===== config.mk =====
export PLATFORM = sky130hd
export DESIGN_NAME = adau_spi_master
export DESIGN_NICKNAME = d
export VERILOG_FILES = /design/src/rtl/adau_spi_master.sv
export SDC_FILE = /design/constraint.sdc
export NUM_CORES = 1
export LEC_CHECK = 0
export ABC_AREA = 1
export BUFFER_PORTS_ARGS = -buffer_cell sky130_fd_sc_hd__buf_2
export CORE_MARGIN = 2
export CORE_UTILIZATION = 56
export CTS_CLUSTER_SIZE = 40
export DETAILED_ROUTE_END_ITERATION = 16
export GPL_ROUTABILITY_DRIVEN = 0
export PLACE_DENSITY = 0.87
export SYNTH_ARGS = -nofsm -noshare
export SYNTH_HDL_FRONTEND = slang
export SYNTH_SLANG_ARGS = --single-unit

===== constraint.sdc =====
create_clock -name clk -period 1.9 [get_ports clk]
set_input_delay 0.285 -clock clk [delete_from_list [all_inputs] [get_ports clk]]
set_output_delay 0.285 -clock clk [all_outputs]
set_load 0.02 [all_outputs]

===== src/rtl/adau_spi_master.sv =====
// SPI master for ADAU1761 control words: 32-bit frames, mode 3, MSB first.
// One frame per accepted command, then a CLATCH-high gap before the next accept.
module adau_spi_master #(
  parameter int CLK_DIV = 4,
  parameter int CS_GAP  = 8
) (
  input  logic        clk,
  input  logic        reset,
  input  logic [31:0] command,
  input  logic        command_valid,
  output logic        spi_ready,
  output logic        busy,
  output logic [31:0] rx_data,
  output logic        rx_valid,
  output logic        spi_clk,
  output logic        spi_cs_n,
  output logic        spi_mosi,
  input  logic        spi_miso
);
  localparam int DW = $clog2(CLK_DIV) + 1;
  localparam int GW = $clog2(CS_GAP + 1);
  localparam logic [DW-1:0] DIV_LOAD = DW'(CLK_DIV - 1);
  localparam logic [GW-1:0] GAP_LOAD = GW'(CS_GAP - 1);

  typedef enum logic [2:0] {IDLE, SETUP, SHIFT, HOLD, GAP} state_t;

  state_t        state;
  logic [DW-1:0] div_cnt;
  logic [GW-1:0] gap_cnt;
  logic [5:0]    bit_cnt;
  logic [31:0]   tx_shift;
  logic [31:0]   rx_shift;
  logic [1:0]    miso_sync;

  always_ff @(posedge clk) begin
    if (reset) begin
      state     <= IDLE;
      div_cnt   <= '0;
      gap_cnt   <= '0;
      bit_cnt   <= '0;
      tx_shift  <= '0;
      rx_shift  <= '0;
      miso_sync <= '0;
      spi_clk   <= 1'b1;
      spi_cs_n  <= 1'b1;
      spi_mosi  <= 1'b0;
      spi_ready <= 1'b0;
      rx_valid  <= 1'b0;
      busy      <= 1'b0;
      rx_data   <= '0;
    end else begin
      spi_ready <= 1'b0;
      rx_valid  <= 1'b0;
      miso_sync <= {miso_sync[0], spi_miso};
      case (state)
        IDLE: begin
          if (command_valid) begin
            tx_shift <= command;
            spi_mosi <= command[31];
            spi_cs_n <= 1'b0;
            busy     <= 1'b1;
            div_cnt  <= DIV_LOAD;
            state    <= SETUP;
          end
        end
        SETUP: begin
          if (div_cnt == '0) begin
            spi_clk <= 1'b0;
            div_cnt <= DIV_LOAD;
            bit_cnt <= 6'd31;
            state   <= SHIFT;
          end else begin
            div_cnt <= div_cnt - DW'(1);
          end
        end
        SHIFT: begin
          if (div_cnt != '0) begin
            div_cnt <= div_cnt - DW'(1);
          end else begin
            div_cnt <= DIV_LOAD;
            // spi_clk itself tells which half of the bit period just ended
            if (!spi_clk) begin
              spi_clk  <= 1'b1;
              rx_shift <= {rx_shift[30:0], miso_sync[1]};
            end else if (bit_cnt == '0) begin
              state <= HOLD;
            end else begin
              bit_cnt  <= bit_cnt - 6'd1;
              spi_clk  <= 1'b0;
              tx_shift <= {tx_shift[30:0], 1'b0};
              spi_mosi <= tx_shift[30];
            end
          end
        end
        HOLD: begin
          if (div_cnt == '0) begin
            spi_cs_n  <= 1'b1;
            spi_mosi  <= 1'b0;
            rx_data   <= rx_shift;
            spi_ready <= 1'b1;
            rx_valid  <= 1'b1;
            gap_cnt   <= GAP_LOAD;
            state     <= GAP;
          end else begin
            div_cnt <= div_cnt - DW'(1);
          end
        end
        GAP: begin
          if (gap_cnt == '0) begin
            busy  <= 1'b0;
            state <= IDLE;
          end else begin
            gap_cnt <= gap_cnt - GW'(1);
          end
        end
        default: state <= IDLE;
      endcase
    end
  end
endmodule


# Word level (Yosys, flattened, before mapping)
# Index checks and enable logic that the tools add are counted.
dict set report totals {
  reg_bits 118
  inputBits 36
  output_inout_bits 38
  wordCells 100
}
dict set report op_classes {
  n_addsub 3
  eq_ne 14
  muxes 43
  bitwise_logic 3
  reduce_logical 24
}
# cell n
set ops {}
lappend ops {{31-bit 2-to-1 mux} 4}
lappend ops {{31-bit case mux with 2 select lines} 1}
lappend ops {{3-bit 2-to-1 mux} 11}
lappend ops {{6-bit 2-to-1 mux} 4}
lappend ops {{2-bit != test (second input constant)} 10}
lappend ops {{3-bit AND reduction} 6}
lappend ops {{3-bit case mux with 5 select lines} 1}
lappend ops {{1-bit 2-to-1 mux} 13}
lappend ops {{3-bit case mux with 4 select lines} 1}
lappend ops {{6-bit case mux with 2 select lines} 1}
lappend ops {{5-bit AND reduction} 2}
lappend ops {{2-bit nonzero test} 5}
lappend ops {{4-bit 2-to-1 mux} 2}
lappend ops {{4-bit case mux with 2 select lines} 1}
lappend ops {{7-bit AND reduction} 1}
lappend ops {{3-bit by 2-bit == test with 1-bit output (second input constant)} 2}
lappend ops {{3-bit logical NOT} 2}
lappend ops {{6-bit logical NOT} 1}
lappend ops {{1-bit case mux with 2 select lines} 3}
lappend ops {{6-bit AND reduction} 1}
lappend ops {{3-bit nonzero test} 2}
lappend ops {{6-bit by 1-bit subtractor with 6-bit output (second input constant)} 1}
lappend ops {{4-bit logical NOT} 1}
lappend ops {{4-bit nonzero test} 1}
lappend ops {{other kinds (8)} 10}

# Logic depth before layout (Yosys ltp)
# Gate-level depths: netlist (run 1).
dict set report logic_depth {
  depth_word 5
  ltp_mapped 11
  mapped_depth_nobuf 11
}

# Worst setup path before layout (run 1)
# Ideal clock, no wire load.
dict set report synth_path {
  path_kind {reg-to-reg}
  startpoint {register div_cnt[0]}
  endpoint {register rx_data[12]}
  arrival_time_ps 1458
  required_ps 1833
  setup_slack_ps 375
  path_stages_with_launch 11
  n_path_buf 1
  synth_period_minus_slack_ps 1525
  cell_sequence {dfxtp_1 inv_1 ha_1 nand2_2 inv_1 nand2_4 nand2_1 inv_2 clkbuf_1 nand2_1 o21ai_2}
}
dict set report synth_via {
  elab_chain_len 2
}
# element line
set synth_rtl {}
lappend synth_rtl {{start: declaration} 28} ;# logic [DW-1:0] div_cnt;
lappend synth_rtl {{start signal: assignment} 73} ;# div_cnt <= div_cnt - DW'(1);
lappend synth_rtl {{start signal: assignment} 78} ;# div_cnt <= div_cnt - DW'(1);
lappend synth_rtl {{start signal: assignment} 105} ;# div_cnt <= div_cnt - DW'(1);
lappend synth_rtl {{3-bit logical NOT} 96} ;# if (div_cnt == '0) begin
lappend synth_rtl {{2-bit AND reduction (no line)} n/a}
lappend synth_rtl {{end signal: assignment} 99} ;# rx_data <= rx_shift;
lappend synth_rtl {{end: declaration} 13} ;# output logic [31:0] rx_data,
# No other way between the ends.
# A chain may end at the register's enable or synchronous reset.

# Worst setup path in the final report (run 1)
dict set report layout_path {
  startpoint {register div_cnt[0]}
  endpoint {register div_cnt[2]}
}
dict set report layout_via {
  elab_chain_len 3
  word_cells_on_any_way 9
  cone_classes {add/sub: 1; eq/ne: 1; mux: 4; reduce/logical: 3}
}
# element line
set layout_rtl {}
lappend layout_rtl {{3-bit by 1-bit subtractor with 3-bit output (tied with other cells)} {73, 78, 105}}
lappend layout_rtl {{3-bit 2-to-1 mux (tied with other cells)} 96}
lappend layout_rtl {{3-bit case mux with 4 select lines / 3-bit AND reduction (equally long branches)} n/a}
# Several ways; a longest one is shown, not always the timed one. The select of a mux whose other input is x is not followed.

==> flow_metrics.py, run 1 <==
metrics = {
    "worst_setup_path": {
        "crit_end": "div_cnt[2]$_SDFFE_PP0P_",
        "worst_setup_path_start_kind": "register",
        "cpPeakStageDelay_ps": 330,
        "endpoint_kind": "register",
        "critical_path_depth": 10,
        "timing.rr.end": "div_cnt[2]$_SDFFE_PP0P_",
        "startpoint": "div_cnt[0]$_SDFFE_PP0P_",
        "crit_arrival_ps": 2100,
        "path_cells": "inv_1, ha_1, nand2_2, inv_1, nand2_4, nand3_1, inv_1, nand2_1, o21ai_0, nor2_1",
        "critical_path_required_ps": 2300,
        "crit_slowest_cell": "dfxtp_1",
        "path_delay_family": "simple AND/OR/NAND/NOR gates",
        "critical_path_buf_inv_count": 3,
        "rrSetupSlack_ps": 200,
        "reg2reg_from": "div_cnt[0]$_SDFFE_PP0P_",
        "cpMostUsedCell": "inv_1",
        "crit_type": "reg2reg",
        "rr_worst_depth": 10,
        "critPathMaxFanout": 6,
    },
    "synthesis": {
        "synth_mux_area_share_pct": 0,
        "syn_nets": 702,
        "synth_edf_count": 0,
        "synthSimpleGateAreaFrac_pct": 25.68,
        "synthArstFlopShare_pct": 0,
        "synth_xor_area_share_pct": 0.3556,
        "synth_top_family_by_area": "simple AND/OR/NAND/NOR gates",
        "ys_seq_elements": 118,
        "syn_avg_cell_area_sq_um": 7.452,
        "synth_compound_area_share_pct": 16.00,
        "ys.flop_type": "dfxtp_1",
        "postSynthCellCount": 661,
        "ys_seq_area_share_pct": 47.96,
        "synth_cell_types": 31,
        "synth_area_sq_mm": 0.004926,
        "synth_adder_area_share_pct": 1.270,
        "yosys_warnings": 0,
    },
    "hold_path": {
        "hp-class": "in2reg",
    },
    "clock_network": {
        "htreeDepth": 4,
        "cts_tree": "built",
        "cts_max_path_buffers": 2,
        "cts_buffers": 17,
        "hold_buffers": 0,
        "clkSinkCount": 118,
        "path_clk_slew_ps": 60,
        "cts_root_buffer": "clkbuf_8",
        "clk_latency_ps": 520,
    },
    "timing": {
        "relSlewSlack_pct": 72.96,
        "period_share_pct": 89.32,
        "tns_ps": 0,
        "clock_skew_ps": 11.75,
        "setup_viol": 0,
        "rsz0062_at_grt": "no",
        "whs_ps": 21.29,
        "worst_pin_slew_ps": 405.7,
        "slew_viol_final": 0,
        "min_period_ps": 1697,
        "fmax_mhz": 589.3,
        "hold_violations": 0,
    },
    "placement": {
        "hpwl_microns": 7187,
        "numPortBuffers": 73,
        "post-place-cells": 816,
    },
    "cells_and_area": {
        "register_area_sq_mm": 0.002364,
        "fin_nets": 768,
        "multi_input_area_sq_mm": 0.002138,
        "area_growth_pct": 20.52,
        "n_antenna_cell": 0,
        "fill_cells": 697,
        "drive_gt1_share_pct": 19.76,
        "stdcell_count": 847,
    },
    "die": {
        "ioPinCount": 74,
        "initial_core_util_pct": 57.04,
        "rows": 34,
        "fp.dieArea_sq_mm": 0.009563,
        "die_w_microns": 97.79,
        "die_h_microns": 97.79,
        "coreArea_sq_mm": 0.008636,
    },
    "route": {
        "routed_via_density": 5.266,
        "wirelength_microns": 11140,
        "drtIter0Drc": 234,
        "drc_errors": 0,
        "dr.pass1.iters": 6,
        "ant_nets": 0,
        "wl_per_cell_microns": 13.15,
        "route.vias.total": 4460,
    },
    "global_route": {
        "grt_usage_pct": 23.94,
        "antenna_found_initial": 0,
        "grt_pass1_wl_microns": 18910,
        "grt_max_degree": 62,
        "grt_pass1_vias": 4315,
        "overflow": 0,
    },
    "pwr": {
        "power_density_mw_per_mm2": 1441,
        "ir_drop_v": 0.0008632,
        "p_leak_nw": 2.675,
    },
    "run": {
        "cap_violations": 0,
    },
    "status": {
        "outcome": "finished clean",
    },
}
power by group:
group / total [W] / switching (W) / internal, W / leakage (nW)
clock network: 0.00304 / 0.00112 / 0.00192 / 0.276
registers: 0.00309 / 0.000236 / 0.00286 / 0.959
logic: 0.00243 / 0.00159 / 0.000838 / 1.44
flip-flops by register name (all words and copies together), names as in the netlist, 2 cells and up:
register,count
rx_shift,32
rx_data,32
bit_cnt,6
miso_sync,2
gap_cnt,4
state,3
tx_shift,31
div_cnt,3
Yosys cell counts, drive strengths merged (2+ instances only):
| master | n | share of area [%] |
|---|---|---|
| nand2 | 199 | 16 |
| dfxtp | 118 | 48 |
| o21ai | 73 | 8.1 |
| a21oi | 71 | 7.2 |
| inv | 58 | 4.5 |
| nand3 | 47 | 4.9 |
| nor2 | 40 | 4.0 |
| buf | 25 | 3.3 |
| clkbuf | 13 | 0.99 |
| ha | 5 | 1.3 |
| a22o | 3 | 0.53 |
| nand3b | 2 | 0.56 |
| nand4 | 2 | 0.25 |
kinds of logic (layout without fill, tap and decap cells):
logic type,Yosys count,in the layout
AO/OA/AOI/OAI,148,148
XOR/XNOR,2,2
adder cells (fa/ha/maj),5,5
buffers and inverters,96,174
flip-flops,118,118
AND/OR/NAND/NOR,292,292
worst min-delay path by stage:
stage / cells past startpoint / startpoint / endpoint / slack, ps
floorplan: 2 / miso_sync[0]$_SDFF_PP0_ / miso_sync[1]$_SDFF_PP0_ / 390
global route: 3 / spi_miso / miso_sync[0]$_SDFF_PP0_ / 10
finish: 3 / spi_miso / miso_sync[0]$_SDFF_PP0_ / 20
global placement: 2 / miso_sync[0]$_SDFF_PP0_ / miso_sync[1]$_SDFF_PP0_ / 400
CTS: 3 / spi_miso / miso_sync[0]$_SDFF_PP0_ / 20
detailed placement: 2 / miso_sync[0]$_SDFF_PP0_ / miso_sync[1]$_SDFF_PP0_ / 410
worst min-delay path: cells and delay by family:
kind                   cells  cell delay (ps)
buffers and inverters      2              150
and+or+nand+nor            1               50
per-stage QoR:
step                      setup slack, ps  total power (W)  area, sq um  util, %
after detailed placement            180.3         0.005475         5356    62.03
after CTS                           121.9         0.008542         5927    68.63
after global routing                64.89         0.009056         5937    68.75
after floorplan                     375.1         0.004985         4926        -
final                               202.9         0.008554         5937    68.75
after global placement              296.6         0.005360         5356    62.03
timing repair:
| action | 4_1_cts | 5_1_grt |
|---|---|---|
| gates resized for setup | 0 | 3 |
| setup endpoints to repair | 0 | 20 |
| hold endpoints to repair | 0 | 0 |
| buffers inserted | 0 | 0 |
layout by cell type, fill, tap and decap left out, drive strengths merged:
cell      instances
a21oi            71
a22o              3
and2              1
buf              85
bufinv            2
clkbuf           19
clkinv            6
clkinvlp          3
dfxtp           118
ha                5
inv              59
nand2           199
nand3            47
nand3b            2
nand4             2
nor2             40
nor3              1
o21a              1
o21ai            73
xnor2             1
xor2              1
per-layer routing:
layer  up-vias  part of all wire, %  global-route usage [%]
li1       2258                    -                       -
met3        14                  5.8                   8.017
met1      2068                   43                   28.11
met2       120                   50                   41.91
met4         0                  1.3                   6.731
met5         -                    0                       0
area by class of cell:
| cell class | instances | area share [%] |
|---|---|---|
| inverter | 58 | 3.709 |
| clock buffer | 19 | 7.439 |
| sequential | 118 | 39.81 |
| timing repair buffer | 85 | 8.577 |
| multi-input combinational | 447 | 36.02 |
| clock inverter | 12 | 2.171 |
| tap | 108 | 2.276 |
No activity file was read; power rests on OpenSTA's default activity.
==> run 2, diff against run 1 <==
--- a/config.mk
+++ b/config.mk
@@ -8,11 +8,12 @@
 export ABC_AREA = 1
 export BUFFER_PORTS_ARGS = -buffer_cell sky130_fd_sc_hd__buf_2
 export CORE_MARGIN = 2
-export CORE_UTILIZATION = 56
+export CORE_UTILIZATION = 59
+export CTS_BUF_LIST = sky130_fd_sc_hd__clkbuf_4
 export CTS_CLUSTER_SIZE = 40
 export DETAILED_ROUTE_END_ITERATION = 16
 export GPL_ROUTABILITY_DRIVEN = 0
-export PLACE_DENSITY = 0.87
+export PLACE_DENSITY = 0.9
 export SYNTH_ARGS = -nofsm -noshare
 export SYNTH_HDL_FRONTEND = slang
 export SYNTH_SLANG_ARGS = --single-unit
==> flow_metrics.py, run 2 (same netlist as run 1, synthesis figures left out) <==
metrics = {
    "status": {
        "outcome": "finished clean",
    },
    "worst_setup_path": {
        "crit_type": "reg2reg",
        "critical_path_required_ps": 2330,
        "critical_path_buf_inv_count": 4,
        "path_delay_family": "buffers and inverters",
        "crit_slowest_cell": "dfxtp_1",
        "cpPeakStageDelay_ps": 340,
        "path_cells": "inv_1, ha_1, nand2_2, inv_1, nand2_4, nand2_1, inv_2, buf_4, nand2_1, o21ai_0",
        "critPathMaxFanout": 12,
        "endpoint_kind": "register",
        "worst_setup_path_start_kind": "register",
        "crit_arrival_ps": 2110,
    },
    "route": {
        "dr.pass1.iters": 4,
        "wirelength_microns": 10410,
        "routed_via_density": 5.271,
        "route.vias.total": 4454,
        "ant_nets": 0,
        "drc_errors": 0,
        "wl_per_cell_microns": 12.32,
        "drtIter0Drc": 229,
    },
    "clock_network": {
        "cts_buffers": 17,
        "path_clk_slew_ps": 100,
        "cts_tree": "built",
        "htreeDepth": 4,
        "clk_latency_ps": 500,
        "cts_setup_buffers": 0,
        "clkSinkCount": 118,
        "cts_max_path_buffers": 2,
        "cts_root_buffer": "clkbuf_4",
    },
    "cells_and_area": {
        "fill_cells": 640,
        "n_antenna_cell": 0,
        "top_regs": "rx_data: 32 flops, rx_shift: 32 flops, tx_shift: 31 flops",
        "mostFrequentLayoutCells": "nand2_1 (192), dfxtp_1 (118), buf_2 (73), a21oi_1 (71), o21ai_0 (60)",
        "register_area_sq_mm": 0.002362,
        "multi_input_area_sq_mm": 0.002133,
        "final_common_cell": "nand2_1",
        "drive_gt1_share_pct": 19.19,
        "fin_nets": 768,
        "final_util_pct": 69.59,
        "area_growth_pct": 14.91,
    },
    "timing": {
        "fin_ws_ps": 217.9,
        "fmax_mhz": 594.5,
        "setup_viol": 0,
        "period_share_pct": 88.53,
        "rsz0062_at_grt": "no",
        "clock_skew_ps": 13.07,
        "slew_viol_final": 0,
        "relSlewSlack_pct": 75.20,
        "hold_violations": 0,
        "worst_pin_slew_ps": 371.4,
        "tns_ps": 0,
        "min_period_ps": 1682,
        "whs_ps": 86.04,
    },
    "die": {
        "die_w_microns": 95.38,
        "fp.dieArea_sq_mm": 0.009096,
        "die_h_microns": 95.38,
        "initial_core_util_pct": 60.56,
        "rows": 33,
        "coreArea_sq_mm": 0.008134,
        "ioPinCount": 74,
    },
    "run": {
        "cap_violations": 0,
    },
    "global_route": {
        "grt_usage_pct": 23.87,
        "antenna_found_initial": 0,
        "overflow": 0,
        "grt_max_degree": 62,
        "grt_pass1_vias": 4026,
        "grt_pass1_wl_microns": 17310,
    },
    "placement": {
        "pre_cts_ws_ps": 235.9,
        "numPortBuffers": 73,
        "hpwl_microns": 6964,
    },
    "pwr": {
        "ir_drop_v": 0.0006854,
        "p_leak_nw": 2.554,
        "power_density_mw_per_mm2": 1290,
        "report.power.total_w": 0.007301,
    },
    "hold_path": {
        "hp-class": "in2reg",
    },
}
run 2: final cells by class:
type / count / area share, %
Clock buffer: 18 / 2.387
Clock inverter: 14 / 2.785
Inverter: 58 / 3.890
Multi-Input combinational cell: 447 / 37.69
Sequential cell: 118 / 41.73
Tap cell: 105 / 2.321
Timing Repair Buffer: 85 / 9.195
run 2: what timing repair did:
item | 4_1_cts | 5_1_grt
hold buffers | 1 | 0
hold endpoints to repair | 1 | 0
gates resized for setup | 0 | 0
run 2: final timing paths:
kind,to,startpoint,slack [ps],cells after the start
worst min register to register,miso_sync[1]$_SDFF_PP0_,miso_sync[0]$_SDFF_PP0_,420,2
worst max register to register,rx_data[28]$_SDFFE_PP0P_,div_cnt[0]$_SDFFE_PP0P_,220,10
worst max-delay path,rx_data[28]$_SDFFE_PP0P_,div_cnt[0]$_SDFFE_PP0P_,220,10
worst min-delay path,tx_shift[0]$_SDFFE_PP0P_,command[0],90,3
run 2: metal layers:
| metal | vias to the layer above | routed length (microns) | track usage [%] |
|---|---|---|---|
| li1 | 2263 | - | - |
| met1 | 2025 | 4473 | 28.45 |
| met2 | 156 | 5037 | 40.49 |
| met3 | 10 | 783 | 7.510 |
| met4 | 0 | 112 | 8.690 |
| met5 | - | 0 | 0 |
run 2: worst register-to-register path: cells and delay by family, from the launching register on:
family,cells,cell delay [ps]
flops,1,340
buf+inv,4,620
compound gates,1,60
simple gates,4,400
fa+ha+maj,1,210
run 2: through the flow:
| step | cell area, sq um | instances |
|---|---|---|
| floorplan | 4926 | 661 |
| global placement | 5358 | 812 |
| detailed placement | 5358 | 812 |
| CTS | 5660 | 845 |
| global route | 5660 | 845 |
| finish | 5660 | 845 |
run 2: where the power goes:
part / internal [W] / leakage (nW) / switching (W)
registers: 0.00285 / 0.958 / 0.000225
logic: 0.000840 / 1.44 / 0.00154
clock network: 0.000917 / 0.155 / 0.000931
